### src/rtl/muldiv_pkg.sv
// Shared definitions for the iterative multiply/divide sequencer:
// FSM state encoding, operation codes and the default operand width.
package muldiv_pkg;

    localparam int MULDIV_WIDTH = 32;

    typedef enum logic [1:0] {
        IDLE = 2'd0,
        RUN  = 2'd1,
        FIX  = 2'd2,
        DONE = 2'd3
    } state_t;

    // op[0] selects divide, op[1] selects unsigned (when enabled)
    typedef enum logic [1:0] {
        OP_MULT  = 2'b00,
        OP_DIV   = 2'b01,
        OP_MULTU = 2'b10,
        OP_DIVU  = 2'b11
    } op_t;

endpackage

### src/rtl/muldiv_seq_if.sv
// Request/result bundle between the CPU control unit (master) and the
// HI/LO multiply/divide sequencer (slave).
interface muldiv_seq_if
    import muldiv_pkg::*;
#(
    parameter int WIDTH = MULDIV_WIDTH
);
    logic             start;
    logic [1:0]       op;
    logic [WIDTH-1:0] a;
    logic [WIDTH-1:0] b;
    logic             busy;
    logic             done;
    logic             div_zero;
    logic             hi_we;
    logic             lo_we;
    logic [WIDTH-1:0] hi_out;
    logic [WIDTH-1:0] lo_out;

    modport master (
        output start, op, a, b,
        input  busy, done, div_zero, hi_we, lo_we, hi_out, lo_out
    );

    modport slave (
        input  start, op, a, b,
        output busy, done, div_zero, hi_we, lo_we, hi_out, lo_out
    );
endinterface

### src/rtl/muldiv_core.sv
// Iteration datapath: one shift-add multiply step or one restoring divide
// step per enabled cycle on unsigned magnitudes.
// r_acc is the upper half (product high / remainder), r_lo the lower half
// (multiplier shifting out / quotient shifting in).
module muldiv_core
    import muldiv_pkg::*;
#(
    parameter int WIDTH = MULDIV_WIDTH
) (
    input  logic             clk,
    input  logic             rst,
    input  logic             i_load,
    input  logic             i_en,
    input  logic             i_is_div,
    input  logic [WIDTH-1:0] i_opnd,
    input  logic [WIDTH-1:0] i_init_lo,
    output logic [WIDTH-1:0] o_hi,
    output logic [WIDTH-1:0] o_lo,
    output logic             o_last
);
    localparam int CW = (WIDTH > 1) ? $clog2(WIDTH) : 1;

    logic [WIDTH:0]   r_acc;
    logic [WIDTH-1:0] r_lo;
    logic [WIDTH-1:0] r_opnd;
    logic [CW-1:0]    r_count;

    logic [WIDTH:0]   w_sum;
    logic [WIDTH:0]   w_shift;
    logic [WIDTH+1:0] w_diff;
    logic             w_neg;

    // Multiply add and divide trial subtract for the current iteration
    always_comb begin
        w_sum   = r_acc + (r_lo[0] ? {1'b0, r_opnd} : '0);
        w_shift = {r_acc[WIDTH-1:0], r_lo[WIDTH-1]};
        w_diff  = {1'b0, w_shift} - {2'b00, r_opnd};
        w_neg   = w_diff[WIDTH+1];
    end

    // Load operands on accept, then advance one step per enabled cycle
    always_ff @(posedge clk) begin
        if (rst) begin
            r_acc   <= '0;
            r_lo    <= '0;
            r_opnd  <= '0;
            r_count <= '0;
        end else if (i_load) begin
            r_acc   <= '0;
            r_lo    <= i_init_lo;
            r_opnd  <= i_opnd;
            r_count <= '0;
        end else if (i_en) begin
            r_count <= r_count + 1'b1;
            if (i_is_div) begin
                r_acc <= w_neg ? w_shift : w_diff[WIDTH:0];
                r_lo  <= {r_lo[WIDTH-2:0], ~w_neg};
            end else begin
                r_acc <= {1'b0, w_sum[WIDTH:1]};
                r_lo  <= {w_sum[0], r_lo[WIDTH-1:1]};
            end
        end
    end

    assign o_hi   = r_acc[WIDTH-1:0];
    assign o_lo   = r_lo;
    assign o_last = (r_count == CW'(WIDTH - 1));

endmodule

### src/rtl/muldiv_seq.sv
// HI/LO multiply/divide sequencer: FSM, operand and sign capture, final
// two's-complement correction and the HI/LO write strobes.
// Optional build macro: MULDIV_UNSIGNED_EN enables MULTU/DIVU via op[1];
// without it every operation is signed.
module muldiv_seq
    import muldiv_pkg::*;
#(
    parameter int WIDTH = MULDIV_WIDTH
) (
    input  logic         clock,
    input  logic         reset,
    muldiv_seq_if.slave  bus
);
    state_t           r_state;
    logic             r_is_div;
    logic             r_neg_res;
    logic             r_neg_dvd;
    logic             r_busy;
    logic             r_done;
    logic             r_div_zero;
    logic             r_hi_we;
    logic             r_lo_we;
    logic [WIDTH-1:0] r_hi;
    logic [WIDTH-1:0] r_lo;

    logic               w_signed;
    logic               w_is_div;
    logic               w_a_neg;
    logic               w_b_neg;
    logic [WIDTH-1:0]   w_a_mag;
    logic [WIDTH-1:0]   w_b_mag;
    logic               w_accept;
    logic               w_b_zero;
    logic               w_last;
    logic               w_run;
    logic [WIDTH-1:0]   w_core_hi;
    logic [WIDTH-1:0]   w_core_lo;
    logic [2*WIDTH-1:0] w_prod_neg;
    logic [WIDTH-1:0]   w_fix_hi;
    logic [WIDTH-1:0]   w_fix_lo;

`ifdef MULDIV_UNSIGNED_EN
    assign w_signed = ~bus.op[1];
`else
    assign w_signed = 1'b1;
`endif

    assign w_is_div = bus.op[0];
    assign w_a_neg  = w_signed & bus.a[WIDTH-1];
    assign w_b_neg  = w_signed & bus.b[WIDTH-1];
    // The most-negative value maps onto itself, which is its correct
    // unsigned magnitude.
    assign w_a_mag  = w_a_neg ? (~bus.a + 1'b1) : bus.a;
    assign w_b_mag  = w_b_neg ? (~bus.b + 1'b1) : bus.b;
    assign w_accept = (r_state == IDLE) && bus.start;
    assign w_b_zero = (bus.b == '0);
    assign w_run    = (r_state == RUN);

    muldiv_core #(
        .WIDTH (WIDTH)
    ) u_core (
        .clk       (clock),
        .rst       (reset),
        .i_load    (w_accept),
        .i_en      (w_run),
        .i_is_div  (r_is_div),
        .i_opnd    (w_is_div ? w_b_mag : w_a_mag),
        .i_init_lo (w_is_div ? w_a_mag : w_b_mag),
        .o_hi      (w_core_hi),
        .o_lo      (w_core_lo),
        .o_last    (w_last)
    );

    // Sign correction of the raw magnitude result
    always_comb begin
        w_prod_neg = -{w_core_hi, w_core_lo};
        w_fix_hi   = w_core_hi;
        w_fix_lo   = w_core_lo;
        if (r_is_div) begin
            if (r_neg_res) w_fix_lo = -w_core_lo;
            if (r_neg_dvd) w_fix_hi = -w_core_hi;
        end else if (r_neg_res) begin
            {w_fix_hi, w_fix_lo} = w_prod_neg;
        end
    end

    // Control FSM with registered status, strobes and result
    always_ff @(posedge clock) begin
        if (reset) begin
            r_state    <= IDLE;
            r_is_div   <= 1'b0;
            r_neg_res  <= 1'b0;
            r_neg_dvd  <= 1'b0;
            r_busy     <= 1'b0;
            r_done     <= 1'b0;
            r_div_zero <= 1'b0;
            r_hi_we    <= 1'b0;
            r_lo_we    <= 1'b0;
            r_hi       <= '0;
            r_lo       <= '0;
        end else begin
            case (r_state)
                IDLE: begin
                    r_done     <= 1'b0;
                    r_div_zero <= 1'b0;
                    r_hi_we    <= 1'b0;
                    r_lo_we    <= 1'b0;
                    if (bus.start) begin
                        r_is_div  <= w_is_div;
                        r_neg_res <= w_a_neg ^ w_b_neg;
                        r_neg_dvd <= w_a_neg;
                        r_busy    <= 1'b1;
                        if (w_is_div && w_b_zero) begin
                            r_state    <= DONE;
                            r_done     <= 1'b1;
                            r_div_zero <= 1'b1;
                        end else begin
                            r_state <= RUN;
                        end
                    end
                end
                RUN: begin
                    if (w_last) r_state <= FIX;
                end
                FIX: begin
                    r_hi    <= w_fix_hi;
                    r_lo    <= w_fix_lo;
                    r_done  <= 1'b1;
                    r_hi_we <= 1'b1;
                    r_lo_we <= 1'b1;
                    r_state <= DONE;
                end
                DONE: begin
                    r_done     <= 1'b0;
                    r_div_zero <= 1'b0;
                    r_hi_we    <= 1'b0;
                    r_lo_we    <= 1'b0;
                    r_busy     <= 1'b0;
                    r_state    <= IDLE;
                end
                default: r_state <= IDLE;
            endcase
        end
    end

    assign bus.busy     = r_busy;
    assign bus.done     = r_done;
    assign bus.div_zero = r_div_zero;
    assign bus.hi_we    = r_hi_we;
    assign bus.lo_we    = r_lo_we;
    assign bus.hi_out   = r_hi;
    assign bus.lo_out   = r_lo;

endmodule

### src/flat_wrapper.sv
// flat-port wrapper written by rule: the top's interface ports become plain ports
module muldiv_seq_flat import muldiv_pkg::*;
#(
    parameter int WIDTH = MULDIV_WIDTH
)
  (clock, reset, bus_start, bus_op, bus_a, bus_b, bus_busy, bus_done, bus_div_zero, bus_hi_we, bus_lo_we, bus_hi_out, bus_lo_out);
  muldiv_seq_if #(.WIDTH(WIDTH)) bus_i ();
  input  logic clock;
  input  logic reset;
  input wire logic [$bits(bus_i.start)-1:0] bus_start;
  input wire logic [$bits(bus_i.op)-1:0] bus_op;
  input wire logic [$bits(bus_i.a)-1:0] bus_a;
  input wire logic [$bits(bus_i.b)-1:0] bus_b;
  output wire logic [$bits(bus_i.busy)-1:0] bus_busy;
  output wire logic [$bits(bus_i.done)-1:0] bus_done;
  output wire logic [$bits(bus_i.div_zero)-1:0] bus_div_zero;
  output wire logic [$bits(bus_i.hi_we)-1:0] bus_hi_we;
  output wire logic [$bits(bus_i.lo_we)-1:0] bus_lo_we;
  output wire logic [$bits(bus_i.hi_out)-1:0] bus_hi_out;
  output wire logic [$bits(bus_i.lo_out)-1:0] bus_lo_out;
  assign bus_i.start = bus_start;
  assign bus_i.op = bus_op;
  assign bus_i.a = bus_a;
  assign bus_i.b = bus_b;
  assign bus_busy = bus_i.busy;
  assign bus_done = bus_i.done;
  assign bus_div_zero = bus_i.div_zero;
  assign bus_hi_we = bus_i.hi_we;
  assign bus_lo_we = bus_i.lo_we;
  assign bus_hi_out = bus_i.hi_out;
  assign bus_lo_out = bus_i.lo_out;
  muldiv_seq #(.WIDTH(WIDTH)) u_core (.clock(clock), .reset(reset), .bus(bus_i));
endmodule
### config.mk
export PLATFORM = sky130hd
export DESIGN_NAME = muldiv_seq_flat
export DESIGN_NICKNAME = d
export VERILOG_FILES = /design/src/rtl/muldiv_pkg.sv /design/src/rtl/muldiv_seq_if.sv /design/src/rtl/muldiv_core.sv /design/src/rtl/muldiv_seq.sv /design/src/flat_wrapper.sv
export SDC_FILE = /design/constraint.sdc
export NUM_CORES = 1
export LEC_CHECK = 0
export ABC_CLOCK_PERIOD_IN_PS = 5800
export CORE_MARGIN = 2
export CORE_UTILIZATION = 60
export CTS_BUF_LIST = sky130_fd_sc_hd__clkbuf_8
export DETAILED_ROUTE_END_ITERATION = 16
export GPL_TIMING_DRIVEN = 0
export PLACE_DENSITY = 0.83
export SLEW_MARGIN = 25
export SYNTH_ARGS = -nofsm -noshare
export SYNTH_HDL_FRONTEND = slang
export SYNTH_HIERARCHICAL = 1
export SYNTH_SLANG_ARGS = --single-unit
### constraint.sdc
create_clock -name clock -period 5.8 [get_ports clock]
set_clock_uncertainty 0.1 [all_clocks]
set_input_delay 1.45 -clock clock [delete_from_list [all_inputs] [get_ports clock]]
set_output_delay 1.45 -clock clock [all_outputs]
set_load 0.1 [all_outputs]
==> results of run 1 <==
## routing by layer
metal | wire length [um] | vias to the layer above
li1 | - | 7585
met1 | 22000 | 7776
met2 | 24700 | 1053
met3 | 5570 | 205
met4 | 3080 | 0
met5 | 0 | -
## worst max path at each step
stage | slack (ns) | endpoint | start
detailed placement | 1.07 | u_core/u_core/o_lo[29] | bus_a[4]
global placement | 1.17 | u_core/u_core/o_lo[27] | bus_a[4]
floorplan | 2.02 | u_core/u_core/o_lo[24] | bus_b[3]
global route | 1.33 | u_core/u_core/r_acc[31] | u_core/u_core/o_lo[0]
CTS | 1.55 | u_core/u_core/o_lo[29] | bus_a[4]
finish | 1.44 | u_core/u_core/o_lo[29] | bus_a[4]
## cell families (layout without fill, tap and decap cells)
| family | Yosys count | after routing | share of synthesized area |
|---|---|---|---|
| flops | 175 | 175 | 0.231 |
| mux | 119 | 119 | 0.0786 |
| xor+xnor | 162 | 162 | 0.0935 |
| simple gates | 653 | 653 | 0.210 |
| fa+ha+maj | 77 | 77 | 0.0645 |
| compound gates | 588 | 588 | 0.256 |
| buf+inv | 226 | 394 | 0.0664 |
## cell usage after synthesis (5+ instances only)
cell type,count
nand2_1,126
a21o_1,38
nand2b_1,11
inv_1,64
a211oi_1,84
o41ai_1,19
nor4_1,30
o211ai_1,22
nand3_1,40
o22ai_1,5
dfxtp_1,175
nor2_1,256
nand4_1,17
nor3b_1,11
nor2b_1,15
a21oi_1,161
xor2_1,95
buf_4,33
o21a_1,8
and3_1,8
o211a_1,5
mux2i_1,117
clkbuf_1,104
buf_1,14
nor3_1,27
o21ai_0,100
a22o_1,12
xnor2_1,67
and2_1,38
o21ai_1,10
or4_1,16
or2_2,6
nand3b_1,5
o31ai_1,30
a31oi_1,32
or3b_2,5
or3_1,19
ha_1,75
a211o_1,8
## state kept, by name, summed over array words and instances, names as in the netlist
register and count:
u_core/bus.busy 1, u_core/u_core/r_opnd 32, u_core/bus.div_zero 1, u_core/r_state 2
u_core/bus.hi_out 32, u_core/r_neg_res 1, u_core/bus.lo_out 32, u_core/bus.lo_we 1
u_core/r_neg_dvd 1, u_core/u_core/o_lo 32, u_core/r_is_div 1, u_core/u_core/r_acc 33
u_core/u_core/r_count 5, u_core/bus.done 1
## power breakdown
group          switching, mW  internal [mW]
logic                   4.73           2.31
clock network          0.594          0.353
registers              0.531           1.55
## worst max-delay path, cell delays in order
cell	delay (ns)
clkdlybuf4s50_1	0.45
or4_1	0.61
nor4_1	0.61
nand3_1	0.35
o31ai_1	0.36
xor2_1	0.30
mux2i_1	0.16
a21oi_1	0.24
nor2_1	0.07
## layout make-up
cell class | instances | area, um2
Inverter | 66 | 248
Clock inverter | 15 | 211
Timing Repair Buffer | 136 | 1360
Fill cell | 2089 | 7640
Tap cell | 330 | 413
Multi-Input combinational cell | 1599 | 10700
Clock buffer | 17 | 234
Sequential cell | 175 | 3500
Buffer | 160 | 761
## through the flow
stage / setup slack [ns] / instances
2_1_floorplan: 2.02 / 2000
3_3_place_gp: 1.17 / 2466
3_5_place_dp: 1.07 / 2466
4_1_cts: 1.55 / 2498
5_1_grt: 1.33 / 2498
6_report: 1.44 / 2498
==> flow_metrics.tcl, run 1 <==
set metrics [dict create \
    status "finished, final reports clean" \
    place_area_um2 17000 \
    r2r-start "u_core/u_core/o_lo[0]" \
    tritoncts "done" \
    hold_violations 0 \
    holdPathStages 2 \
    grtUsageMet2 0.650 \
    clk_latency_ns 0.49 \
    dieWidth_um 163 \
    hp-class "reg -> reg" \
    ys_types 85 \
    max_freq_mhz 230 \
    groute.usage.overall 0.407 \
    power_density_nw_per_um2 579 \
    root_buffer "clkbuf_8" \
    critPathRequiredTime_ns 6.05 \
    crit_arrival_ns 4.61 \
    grt_pass1_wl_um 84600 \
    hold_end "u_core/bus.hi_out[14]" \
    ys_seq_area_frac 0.231 \
    ir_worst_vdd_mv 0.614 \
    vias_per_cell 6.65 \
    utilization 0.695 \
    grt_use_met1 0.530 \
    rsz0062_at_grt "no" \
    num_vias 16600 \
    numClockSinks 175 \
    dieArea_um2 26600 \
    synth_top_area_frac 0.231 \
    synth-seq-cells 175 \
    post_drt_wl_per_cell_um 22.2 \
    regToRegSetupSlack_ns 1.46 \
    fin_setup_tns_ns 0 \
    routed_wl_um 55400 \
    ctsResizeCount 0 \
    firstDrtPassIters 9 \
    antenna_found_initial 0 \
    die_h_um 163 \
    r2r-end "u_core/u_core/r_acc[27]" \
    p_leak_nw 6.85 \
    clock_path_buffers 2 \
    cts_buffers 17 \
    clkTransAtPathRegs_ns 0.13 \
    synthArstFlopShare 0 \
    hold_ws_ns 0.378 \
    worst_slew_pin_slew_ns 0.995 \
    syn_avg_cell_area_um2 7.59 \
    grt_overflow 0 \
    syn-num-nets 2146 \
    pin_count 138 \
    synth_top_flop_cell "dfxtp_1" \
    maxCapViolCount 0 \
    area_growth_pct 14.6 \
    route.detailed.drc 0 \
    gp_congestion 1.01 \
    grt_pass1_vias 15300 \
    timing.final.crit_share 0.751 \
    dp_hpwl_um 43500 \
    drt_iter0_drc 2308 \
    nNetsFinal 2301 \
    syn-cell-area_um2 15200 \
    met3_usage 0.0660 \
    final_cell_area_um2 17400 \
    final_max_slew_viol_count 0 \
    grt_max_degree 23 \
    start_util 0.606 \
    finalPower_mw 10.1 \
    slew_headroom 0.331 \
    layout_commonest_cell "nor2_1" \
    hold_buffers 0 \
    setup_violations 0 \
    synth_edf_count 0 \
    grt_busiest_layer "met2" \
    start_kind "input port" \
    antenna_cells 0 \
    ant_nets 0 \
    yosys_warnings 6 \
    synth_largest_area_cell "dfxtp_1" \
    place.port_buffers 136 \
    crit_fanout 5 \
    postSynthCellCount 2000 \
    min_period_ns 4.36 \
    end_kind "flop" \
    synth_area_leaders "dfxtp_1, mux2i_1, nor2_1" \
    crit_type "in -> reg" \
    post_cts_buffers 0 \
    r2r_cells 13 \
    coreArea_um2 25000 \
    mostFrequentLayoutCells "nor2_1, dfxtp_1, a21oi_1" \
    holdCritStartpoint "u_core/bus.hi_out[14]" \
    drive_above_1_share 0.0503 \
    htreeDepth 4 \
    rows 58 \
]
Note: power is estimated with default switching activity, not from simulation.
==> inputs of run 2 (changes only) <==
- ABC_CLOCK_PERIOD_IN_PS: 5800 -> 4500
- clock period: 5.8 -> 4.5 ns (I/O delays scaled with it)
==> results of run 2 <==
Same layout as run 1 (identical final DEF). Status: finished, final reports clean.
Among the figures that moved: setup slack after placement 1.07 ns -> 0.0910 ns; setup slack after layout 1.44 ns -> 0.157 ns; start point of the critical path bus_a[4] -> u_core/u_core/o_lo[0]; end point of the critical path u_core/u_core/o_lo[29] -> u_core/u_core/r_acc[27]; register-to-register setup slack 1.46 ns -> 0.16 ns; total power 10.1 mW -> 13.0 mW; worst IR drop on VDD 0.614 mV -> 0.792 mV
